[config.mk]
export PLATFORM = sky130hd
export DESIGN_NAME = mem_arbiter
export DESIGN_NICKNAME = d
export VERILOG_FILES = /design/src/rtl/mem_arbiter.sv
export SDC_FILE = /design/constraint.sdc
export NUM_CORES = 1
export LEC_CHECK = 0
export ABC_AREA = 1
export BUFFER_PORTS_ARGS = -buffer_cell sky130_fd_sc_hd__buf_2
export CORE_ASPECT_RATIO = 1.75
export CORE_MARGIN = 2
export CORE_UTILIZATION = 45
export DETAILED_ROUTE_END_ITERATION = 10
export PLACE_DENSITY = 0.81
export SLEW_MARGIN = 20
export SYNTH_ARGS = -nofsm -noshare
export SYNTH_HDL_FRONTEND = slang
export SYNTH_SLANG_ARGS = --single-unit
[constraint.sdc]
create_clock -name clk -period 2.55 [get_ports clk]
set_clock_uncertainty 0.2 [all_clocks]
set_input_delay 0.1275 -clock clk [delete_from_list [all_inputs] [get_ports clk]]
set_output_delay 0.1275 -clock clk [all_outputs]
set_load 0.02 [all_outputs]
[src/rtl/mem_arbiter.sv]
// Round-robin arbiter sharing one byte-wide RAM/IO bus among NCH requesters.
// Define MEMARB_FLUSH_EN to add the per-channel read abort port ch_flush.
module mem_arbiter #(
  parameter int NCH = 2,
  parameter int AW  = 32
) (
  input  logic              clk,
  input  logic              rst,
  input  logic              rdy,
  input  logic [NCH-1:0]    ch_req,
  input  logic [NCH-1:0]    ch_we,
  input  logic [NCH*AW-1:0] ch_addr,
  input  logic [NCH*3-1:0]  ch_len,
  input  logic [NCH*32-1:0] ch_wdata,
`ifdef MEMARB_FLUSH_EN
  input  logic [NCH-1:0]    ch_flush,
`endif
  output logic [NCH-1:0]    ch_done,
  output logic [31:0]       ch_rdata,
  output logic              busy,
  input  logic [7:0]        mem_din,
  output logic [7:0]        mem_dout,
  output logic [AW-1:0]     mem_a,
  output logic              mem_wr
);

  localparam int IW = (NCH > 1) ? $clog2(NCH) : 1;

  typedef enum logic [1:0] {IDLE, READ, WRITE, DONE} ArbState;

  ArbState       state, stateNext;
  logic [IW-1:0] last, lastNext;
  logic [2:0]    k, kNext;
  logic [AW-1:0] addrReg, addrNext;
  logic [2:0]    lenReg, lenNext;
  logic [31:0]   wdataReg, wdataNext;
  logic [31:0]   rdataReg, rdataNext;
  logic          weReg, weNext;

  logic [NCH-1:0] reqMasked;
  logic           flushGranted;
  logic           pickFound;
  logic [IW-1:0]  pickIdx;
  logic [AW-1:0]  pickAddr;
  logic [2:0]     pickLen;
  logic [2:0]     lenClamped;
  logic [31:0]    pickWdata;
  logic           pickWe;

  // The granted channel is always the one recorded in last.
`ifdef MEMARB_FLUSH_EN
  assign reqMasked    = ch_req & ~ch_flush;
  assign flushGranted = ch_flush[last];
`else
  assign reqMasked    = ch_req;
  assign flushGranted = 1'b0;
`endif

  // Round-robin scan starting just after the previously granted channel.
  always_comb begin
    int cand;
    cand      = 0;
    pickFound = 1'b0;
    pickIdx   = '0;
    for (int off = 1; off <= NCH; off++) begin
      cand = int'(last) + off;
      if (cand >= NCH) cand = cand - NCH;
      if (!pickFound && reqMasked[cand]) begin
        pickFound = 1'b1;
        pickIdx   = IW'(cand);
      end
    end
  end

  always_comb begin
    pickAddr  = '0;
    pickLen   = '0;
    pickWdata = '0;
    pickWe    = 1'b0;
    for (int i = 0; i < NCH; i++) begin
      if (pickIdx == IW'(i)) begin
        pickAddr  = ch_addr[i*AW +: AW];
        pickLen   = ch_len[i*3 +: 3];
        pickWdata = ch_wdata[i*32 +: 32];
        pickWe    = ch_we[i];
      end
    end
  end

  assign lenClamped = (pickLen == 3'd0 || pickLen > 3'd4) ? 3'd4 : pickLen;

  // Read data trails the address by one cycle, so READ has one extra capture cycle.
  always_comb begin
    stateNext = state;
    lastNext  = last;
    kNext     = k;
    addrNext  = addrReg;
    lenNext   = lenReg;
    wdataNext = wdataReg;
    weNext    = weReg;
    rdataNext = rdataReg;
    if (rdy) begin
      case (state)
        IDLE: begin
          if (pickFound) begin
            lastNext  = pickIdx;
            kNext     = 3'd0;
            addrNext  = pickAddr;
            lenNext   = lenClamped;
            wdataNext = pickWdata;
            weNext    = pickWe;
            rdataNext = '0;
            stateNext = pickWe ? WRITE : READ;
          end
        end
        READ: begin
          if (flushGranted) begin
            stateNext = IDLE;
          end else begin
            case (k)
              3'd1:    rdataNext[7:0]   = mem_din;
              3'd2:    rdataNext[15:8]  = mem_din;
              3'd3:    rdataNext[23:16] = mem_din;
              3'd4:    rdataNext[31:24] = mem_din;
              default: ;
            endcase
            if (k == lenReg) stateNext = DONE;
            else             kNext     = k + 3'd1;
          end
        end
        WRITE: begin
          if (k == lenReg - 3'd1) stateNext = DONE;
          else                    kNext     = k + 3'd1;
        end
        DONE:    stateNext = IDLE;
        default: stateNext = IDLE;
      endcase
    end
  end

  // Bus outputs derive from held registers, so a stall keeps address and data steady.
  always_comb begin
    mem_a    = '0;
    mem_wr   = 1'b0;
    mem_dout = '0;
    ch_done  = '0;
    ch_rdata = '0;
    busy     = (state != IDLE);
    case (state)
      READ: begin
        if (k < lenReg) mem_a = addrReg + AW'(k);
      end
      WRITE: begin
        mem_a  = addrReg + AW'(k);
        mem_wr = rdy;
        case (k)
          3'd0:    mem_dout = wdataReg[7:0];
          3'd1:    mem_dout = wdataReg[15:8];
          3'd2:    mem_dout = wdataReg[23:16];
          default: mem_dout = wdataReg[31:24];
        endcase
      end
      DONE: begin
        for (int i = 0; i < NCH; i++) ch_done[i] = rdy && (last == IW'(i));
        ch_rdata = weReg ? 32'd0 : rdataReg;
      end
      default: ;
    endcase
  end

  always_ff @(posedge clk or negedge rst) begin
    if (!rst) begin
      state    <= IDLE;
      last     <= IW'(NCH - 1);
      k        <= '0;
      addrReg  <= '0;
      lenReg   <= '0;
      wdataReg <= '0;
      rdataReg <= '0;
      weReg    <= 1'b0;
    end else begin
      state    <= stateNext;
      last     <= lastNext;
      k        <= kNext;
      addrReg  <= addrNext;
      lenReg   <= lenNext;
      wdataReg <= wdataNext;
      rdataReg <= rdataNext;
      weReg    <= weNext;
    end
  end

endmodule

# Word-level counts from Yosys, hierarchy flattened

Cells that the tools add are included.

Register bits after elaboration: 106
Bits of input ports: 149
Output and inout port bits: 76
Logic and storage cells: 101

$add $sub $neg: 7
Magnitude comparators: 6
Equal/unequal tests: 18
Mux-type cells: 40
Bitwise operators: 1
Reduce and logical (&&, ||, !) cells: 18

Operator list:

| operator              | count |
|---|---|
| $mux W32              | 8 |
| $pmux W32 S2          | 2 |
| $lt A32 B3 Y1 const B | 2 |
| $mux W8               | 5 |
| $add A32 B3 Y32       | 1 |
| $pmux W8 S3           | 1 |
| $reduce_and A4 Y1     | 5 |
| $mux W3               | 5 |
| $ne A2 B2 Y1 const B  | 7 |
| $mux W1               | 12 |
| $mux W2               | 5 |
| $pmux W3 S3           | 1 |
| $pmux W2 S4           | 1 |
| $eq A3 B2 Y1 const B  | 2 |
| $eq A3 B3 Y1          | 2 |
| $logic_not A3 Y1      | 2 |
| $reduce_and A5 Y1     | 1 |
| $eq A2 B2 Y1 const B  | 2 |
| $ne A2 B1 Y1 const B  | 2 |
| $reduce_bool A2 Y1    | 2 |
| $sub A3 B2 Y4 const B | 1 |
| $add A1 B2 Y3 const B | 1 |
| $add A3 B1 Y3 const B | 1 |
| $eq A3 B1 Y1 const B  | 1 |
| 16 further kinds      | 18 |

# Depth between registers and ports, before layout

Word-level depth: 14
Mapped depth: 11
Depth with buffers taken out: 11

# Worst setup path after synthesis

Ideal clock, no wire load.

Path kind: register to output
From: reg k[0]
To: out mem_a[16]
Arrival: 1.978 ns
Required time: 2.223 ns
Path slack: 0.244 ns
Cell stages (with the launch flop): 9
Buffers on the path: 0
Path through: dfrtp_1 ha_1 fa_1 nand2_1 nand2_1 nand3_1 nor2_1 nand2_1 nor3b_1

Word-level cells in the longest chain between the ends: 3
Elaborated cells on any way between the ends: 4
Those cells by class: 1 x add/sub; 1 x order compare; 2 x mux

RTL lines:

| what                                                   | line     | source |
|---|---|---|
| start, declared                                        | 33       | `logic [2:0] k, kNext;` |
| start signal, assigned                                 | 184      | `k <= kNext;` |
| $add A32 B3 Y32 / $lt A3 B3 Y1 (equally long branches) | 151, 154 |  |
| $mux W32                                               | 151      | `if (k < lenReg) mem_a = addrReg + AW'(k);` |
| $pmux W32 S2 (*)                                       | 149      | `case (state)` |
| end, declared                                          | 23       | `output logic [AW-1:0] mem_a,` |

Mark *: on every way between the ends. The rest lies on a longest branch, timed or not.

# Worst setup path after layout

From: reg addrReg[0]
To: out mem_a[26]

Word-level cells in the longest chain between the ends: 3

RTL lines:

| what                   | line     | source |
|---|---|---|
| start, declared        | 34       | `logic [AW-1:0] addrReg, addrNext;` |
| start signal, assigned | 185      | `addrReg <= addrNext;` |
| $add A32 B3 Y32 (*)    | 151, 154 |  |
| $mux W32               | 151      |  |
| $pmux W32 S2 (*)       | 149      |  |

Marked as above.

==> impl.org <==
** Status
- Run status :: finished with violations
- Violated checks :: setup timing

** Setup path
- Worst stage delay on the critical path :: 0.37 ns
- STA puts the critical path data required time at between 2 and 2.5 ns.
- Worst r2r path cells :: 7
- STA classifies the critical path startpoint as a register.
- The number of buffers and inverters on the critical path is 1.
- R2r setup slk :: around 0.21 ns
- In this run the worst path has a maximum fanout of 5.
- The critical path is of the register to output port type.
- Walking the worst path, the cells encountered are ha_2, fa_2, nand2_1, nand2_2, nand3_4, nor2_4, nand2_1, o21ai_0, nor2_1, buf_4.
- WP data arrival :: 2.24 ns
- The cell family contributing the most delay on the critical path is simple AND/OR/NAND/NOR gates.
- Slowest CP cell :: sky130_fd_sc_hd__dfrtp_1
- Critical register-to-register path endpoint :: addrReg[17]
- Number of gates on the worst path with buffers counted :: 10
- RR Startpoint :: state[0]
- STA classifies the critical path endpoint as an output port.
- Cell repeated most along the worst path :: sky130_fd_sc_hd__nand2_1

** Floorplan
- Die X :: ~96 um
- I/O pin count :: around 230
- Measured along the y axis, the die boundary spans 164.5 um.
- Row count :: 58
- The initial utilization of the core area, before any placement, comes to 46.11%.
- Area of the die :: 0.01575 sq mm
- The core region is 0.01437 sq mm.

** Placement
- At the end of routability-driven placement, the weighted congestion stood at around 0.95.
- Total of buffers placed on input and output ports :: 224
- Area of placed instances :: roughly 0.008 sq mm
- HPWL after DPL :: 15400 um
- Cell count after placement :: 1336

** Detailed routing
- Post-detailed-routing wire length :: 25580 um
- Wire segments on met2 add up to 13010 um in the final route.
- The detail route stage leaves a number of antenna-violating nets equal to 0.
- Routed length per instance :: about 17 um
- The detailed router finished its first iteration with 529 violations.
- Number of remaining DRC errors :: 0
- The first detailed-routing pass ran for 6 iterations.
- After detailed routing, the wire length on met1 is 9017 um.
- After detailed routing, the number of vias per cell comes to about 5.5.
- Total met3 wirelength after detailed routing :: 1759 um
- In this run the top signal layer used is met4.
- Vias after detailed routing :: approximately 8300

** Timing
- For this run, the top clock speed supported by timing is 0.3901 GHz.
- The final number of max-transition violations is 0.
- The final critical path takes up 100.5% of the cycle.
- Transition time at the pin with the least slew margin :: 0.7200 ns
- Final Hold Vio Count :: 0
- Worst-case headroom to the max-slew limit :: a little over half
- Setup repair after global routing missed its margin :: true
- Final WS setup :: -0.01347 ns
- Setup violations remaining at the end of the flow were counted as 1.
- The smallest clock period supported by the final layout is computed as around 2.6 ns.

** GRT
- Entering global routing, the biggest net connects 129 pins.
- For this run, the total global-route usage over all layers was measured as 31.53%.
- The total overflow left after global routing is 0.
- The via count of the first global-routing pass is 8125.
- The first global-routing pass estimated 38610 um of wire.
- Initial antenna violation count :: 0

** Synthesis
- Ys Warns :: 0
- Synthesis handed over a netlist of 969 instances.
- Post-synthesis sequential area ratio :: 40.06%
- Flip-flop and latch count after synthesis :: around 110
- The netlist uses 32 different library cells.
- In this run the cell area of the synthesized design comes to between 0.006 and 0.007 sq mm.
- In this run the mean area of a mapped cell was 6.837 sq um.
- Post-Syn Nets :: 1136

** Layout
- Fraction of final layout cells with drive strength greater than 1 :: 23.34%
- Relative to the synthesized area, the layout overhead comes to 49.56%.
- After the flow finishes, the layout carries non-filler instances totaling 1504.
- Fill cells in the final layout number approximately 1100.
- Final instance area :: ~0.0099 sq mm
- Nets@finish :: 1486
- N_diodes :: 0

** Clock network
- The clock reaches the later pin of the worst-skew pair after 0.36 ns.
- H-Tree Depth :: 3
- Counting the buffers created by CTS gives 9.
- TritonCTS built the clock tree.
- Clk slew on worst S/H paths :: 0.08 ns
- Maximum root-to-sink buffer count :: 2
- The clock drives 106 sinks.
- Clock root buffer :: sky130_fd_sc_hd__clkbuf_16

** Hold path
- The worst hold path passes through 3 cells.
- The path with the worst hold slack has its endpoint at weReg.
- In this run the most critical hold path is launched from ch_we[1].
- In this run the worst hold path is classified as primary input to register.

** Power and ir drop
- In this run the static leakage power is approximately 4.8 nW.
- P per Cell Area :: between 1000 and 1500 mW/mm^2
- The worst-case IR drop observed on VDD is 0.5395 mV.
- Summing internal, switching and leakage power gives 10.15 mW.

** Flow run
- Max-cap violation count :: 0
==> cell type report <==
type                       count  area [sq um]  area share, %
multi-input combinational    719          3572          36.05
timing repair buffer         388          2793          28.19
sequential                   106          2656          26.81
inverter                      95         359.1          3.624
clock buffer                  10         239.0          2.412
tap                          180         225.2          2.273
clock inverter                 6         63.81         0.6440
==> layer usage <==
metal  global-route usage (%)  vias to the layer above
li1                         -                     3863
met1                    34.54                     3789
met2                    54.93                      465
met3                    5.109                      134
met4                    20.65                        0
met5                        0                        -
==> cell usage in the layout (no fill, tap or decap), drive strengths merged <==
| cell type | instances |
|---|---|
| mux2i | 1 |
| dlygate4sd3 | 140 |
| dfstp | 1 |
| or2 | 2 |
| dfrtp | 105 |
| clkinv | 2 |
| nand4 | 1 |
| a41oi | 8 |
| buf | 248 |
| inv | 98 |
| clkinvlp | 1 |
| and2 | 1 |
| clkbuf | 10 |
| a31oi | 64 |
| fa | 1 |
| nor2b | 1 |
| xor2 | 1 |
| nand3 | 112 |
| nor3 | 8 |
| nor3b | 2 |
| o21ai | 52 |
| nand2 | 240 |
| nand3b | 3 |
| o22ai | 2 |
| nor2 | 181 |
| a21oi | 22 |
| ha | 17 |
==> power breakdown <==
group / leakage [nW] / internal, mW / switching, mW
Sequential: 1.27 / 2.52 / 0.774
Combinational: 3.41 / 2.01 / 3.43
Clock: 0.146 / 0.720 / 0.698
Total: 4.82 / 5.25 / 4.90
==> cells by family after synthesis <==
| group | Yosys count | synth area share, % |
|---|---|---|
| DFF | 106 | 40.06 |
| xor gates and xnor gates | 1 | 0.1322 |
| buffers and inverters | 145 | 8.876 |
| muxes | 1 | 0.1511 |
| and+or+nand+nor | 550 | 34.22 |
| AOI/OAI and AO/OA | 148 | 13.05 |
| adders and majority gates | 18 | 3.513 |
==> synth_stat cells <==
master / instances / area (sq um)
sky130_fd_sc_hd__nand2_1: 240 / 900.9
sky130_fd_sc_hd__nor2_1: 178 / 668.1
sky130_fd_sc_hd__nand3_1: 112 / 560.5
sky130_fd_sc_hd__dfrtp_1: 105 / 2628
sky130_fd_sc_hd__inv_1: 94 / 352.8
sky130_fd_sc_hd__a31oi_1: 64 / 400.4
sky130_fd_sc_hd__o21ai_0: 52 / 260.3
sky130_fd_sc_hd__clkbuf_1: 28 / 105.1
sky130_fd_sc_hd__a21oi_1: 21 / 105.1
sky130_fd_sc_hd__ha_1: 17 / 212.7
sky130_fd_sc_hd__buf_2: 14 / 70.07
sky130_fd_sc_hd__a41oi_1: 8 / 70.07
sky130_fd_sc_hd__buf_4: 7 / 52.55
sky130_fd_sc_hd__nor3_1: 6 / 30.03
sky130_fd_sc_hd__nand3b_1: 3 / 22.52
sky130_fd_sc_hd__nor2_2: 2 / 12.51
sky130_fd_sc_hd__nor3b_1: 2 / 15.01
sky130_fd_sc_hd__o22ai_1: 2 / 12.51
sky130_fd_sc_hd__a21oi_4: 1 / 16.27
sky130_fd_sc_hd__and2_1: 1 / 6.260
sky130_fd_sc_hd__buf_1: 1 / 3.750
sky130_fd_sc_hd__clkinv_1: 1 / 3.750
sky130_fd_sc_hd__dfstp_2: 1 / 26.28
sky130_fd_sc_hd__fa_1: 1 / 20.02
sky130_fd_sc_hd__mux2i_1: 1 / 10.01
sky130_fd_sc_hd__nand4_1: 1 / 6.260
sky130_fd_sc_hd__nor2b_1: 1 / 6.260
sky130_fd_sc_hd__nor3_2: 1 / 10.01
sky130_fd_sc_hd__nor3_4: 1 / 16.27
sky130_fd_sc_hd__or2_1: 1 / 6.260
sky130_fd_sc_hd__or2_2: 1 / 6.260
sky130_fd_sc_hd__xor2_1: 1 / 8.760
==> worst max-delay path by stage <==
stage	slack, ns	end	startpoint
finish	-0.01	mem_a[26]	addrReg[0]
global route	-0.12	mem_a[26]	addrReg[0]
CTS	-0.01	mem_a[25]	k[1]
detailed placement	0.15	mem_a[10]	k[0]
global placement	0.17	mem_a[10]	k[1]
floorplan	0.24	mem_a[16]	k[0]
==> metrics by stage <==
stage | util [%] | hold slack (ns) | setup WS (ns) | TNS (ns)
floorplan | - | -0.3681 | 0.2441 | 0
global placement | 54.82 | -0.06450 | 0.1739 | 0
detailed placement | 54.82 | -0.06211 | 0.1488 | 0
CTS | 67.55 | 0.01447 | -0.01221 | -0.01755
global route | 68.96 | 0.02147 | -0.1209 | -0.4769
finish | 68.96 | 0.005759 | -0.01347 | -0.01347
==> sequential cells by signal, summed over array words and instances (netlist names) <==
name / count
rdataReg: 32
state: 2
last: 1
lenReg: 3
weReg: 1
wdataReg: 32
k: 3
addrReg: 32
==> tightest hold or removal path, cell delays in order <==
cell and delay [ns]:
sky130_fd_sc_hd__buf_2 0.07, sky130_fd_sc_hd__o21ai_0 0.15, sky130_fd_sc_hd__o21ai_0 0.18
==> timing repair <==
action                                 4_1_cts  5_1_grt
pin swaps                                    3        3
cloned                                       0        1
resized for setup                           21       45
setup endpoints to repair                   40       38
hold buffers                               140        0
endpoints found under the hold margin      127        0
setup buffers                                6        5
Power figures use the tool's default switching activity.
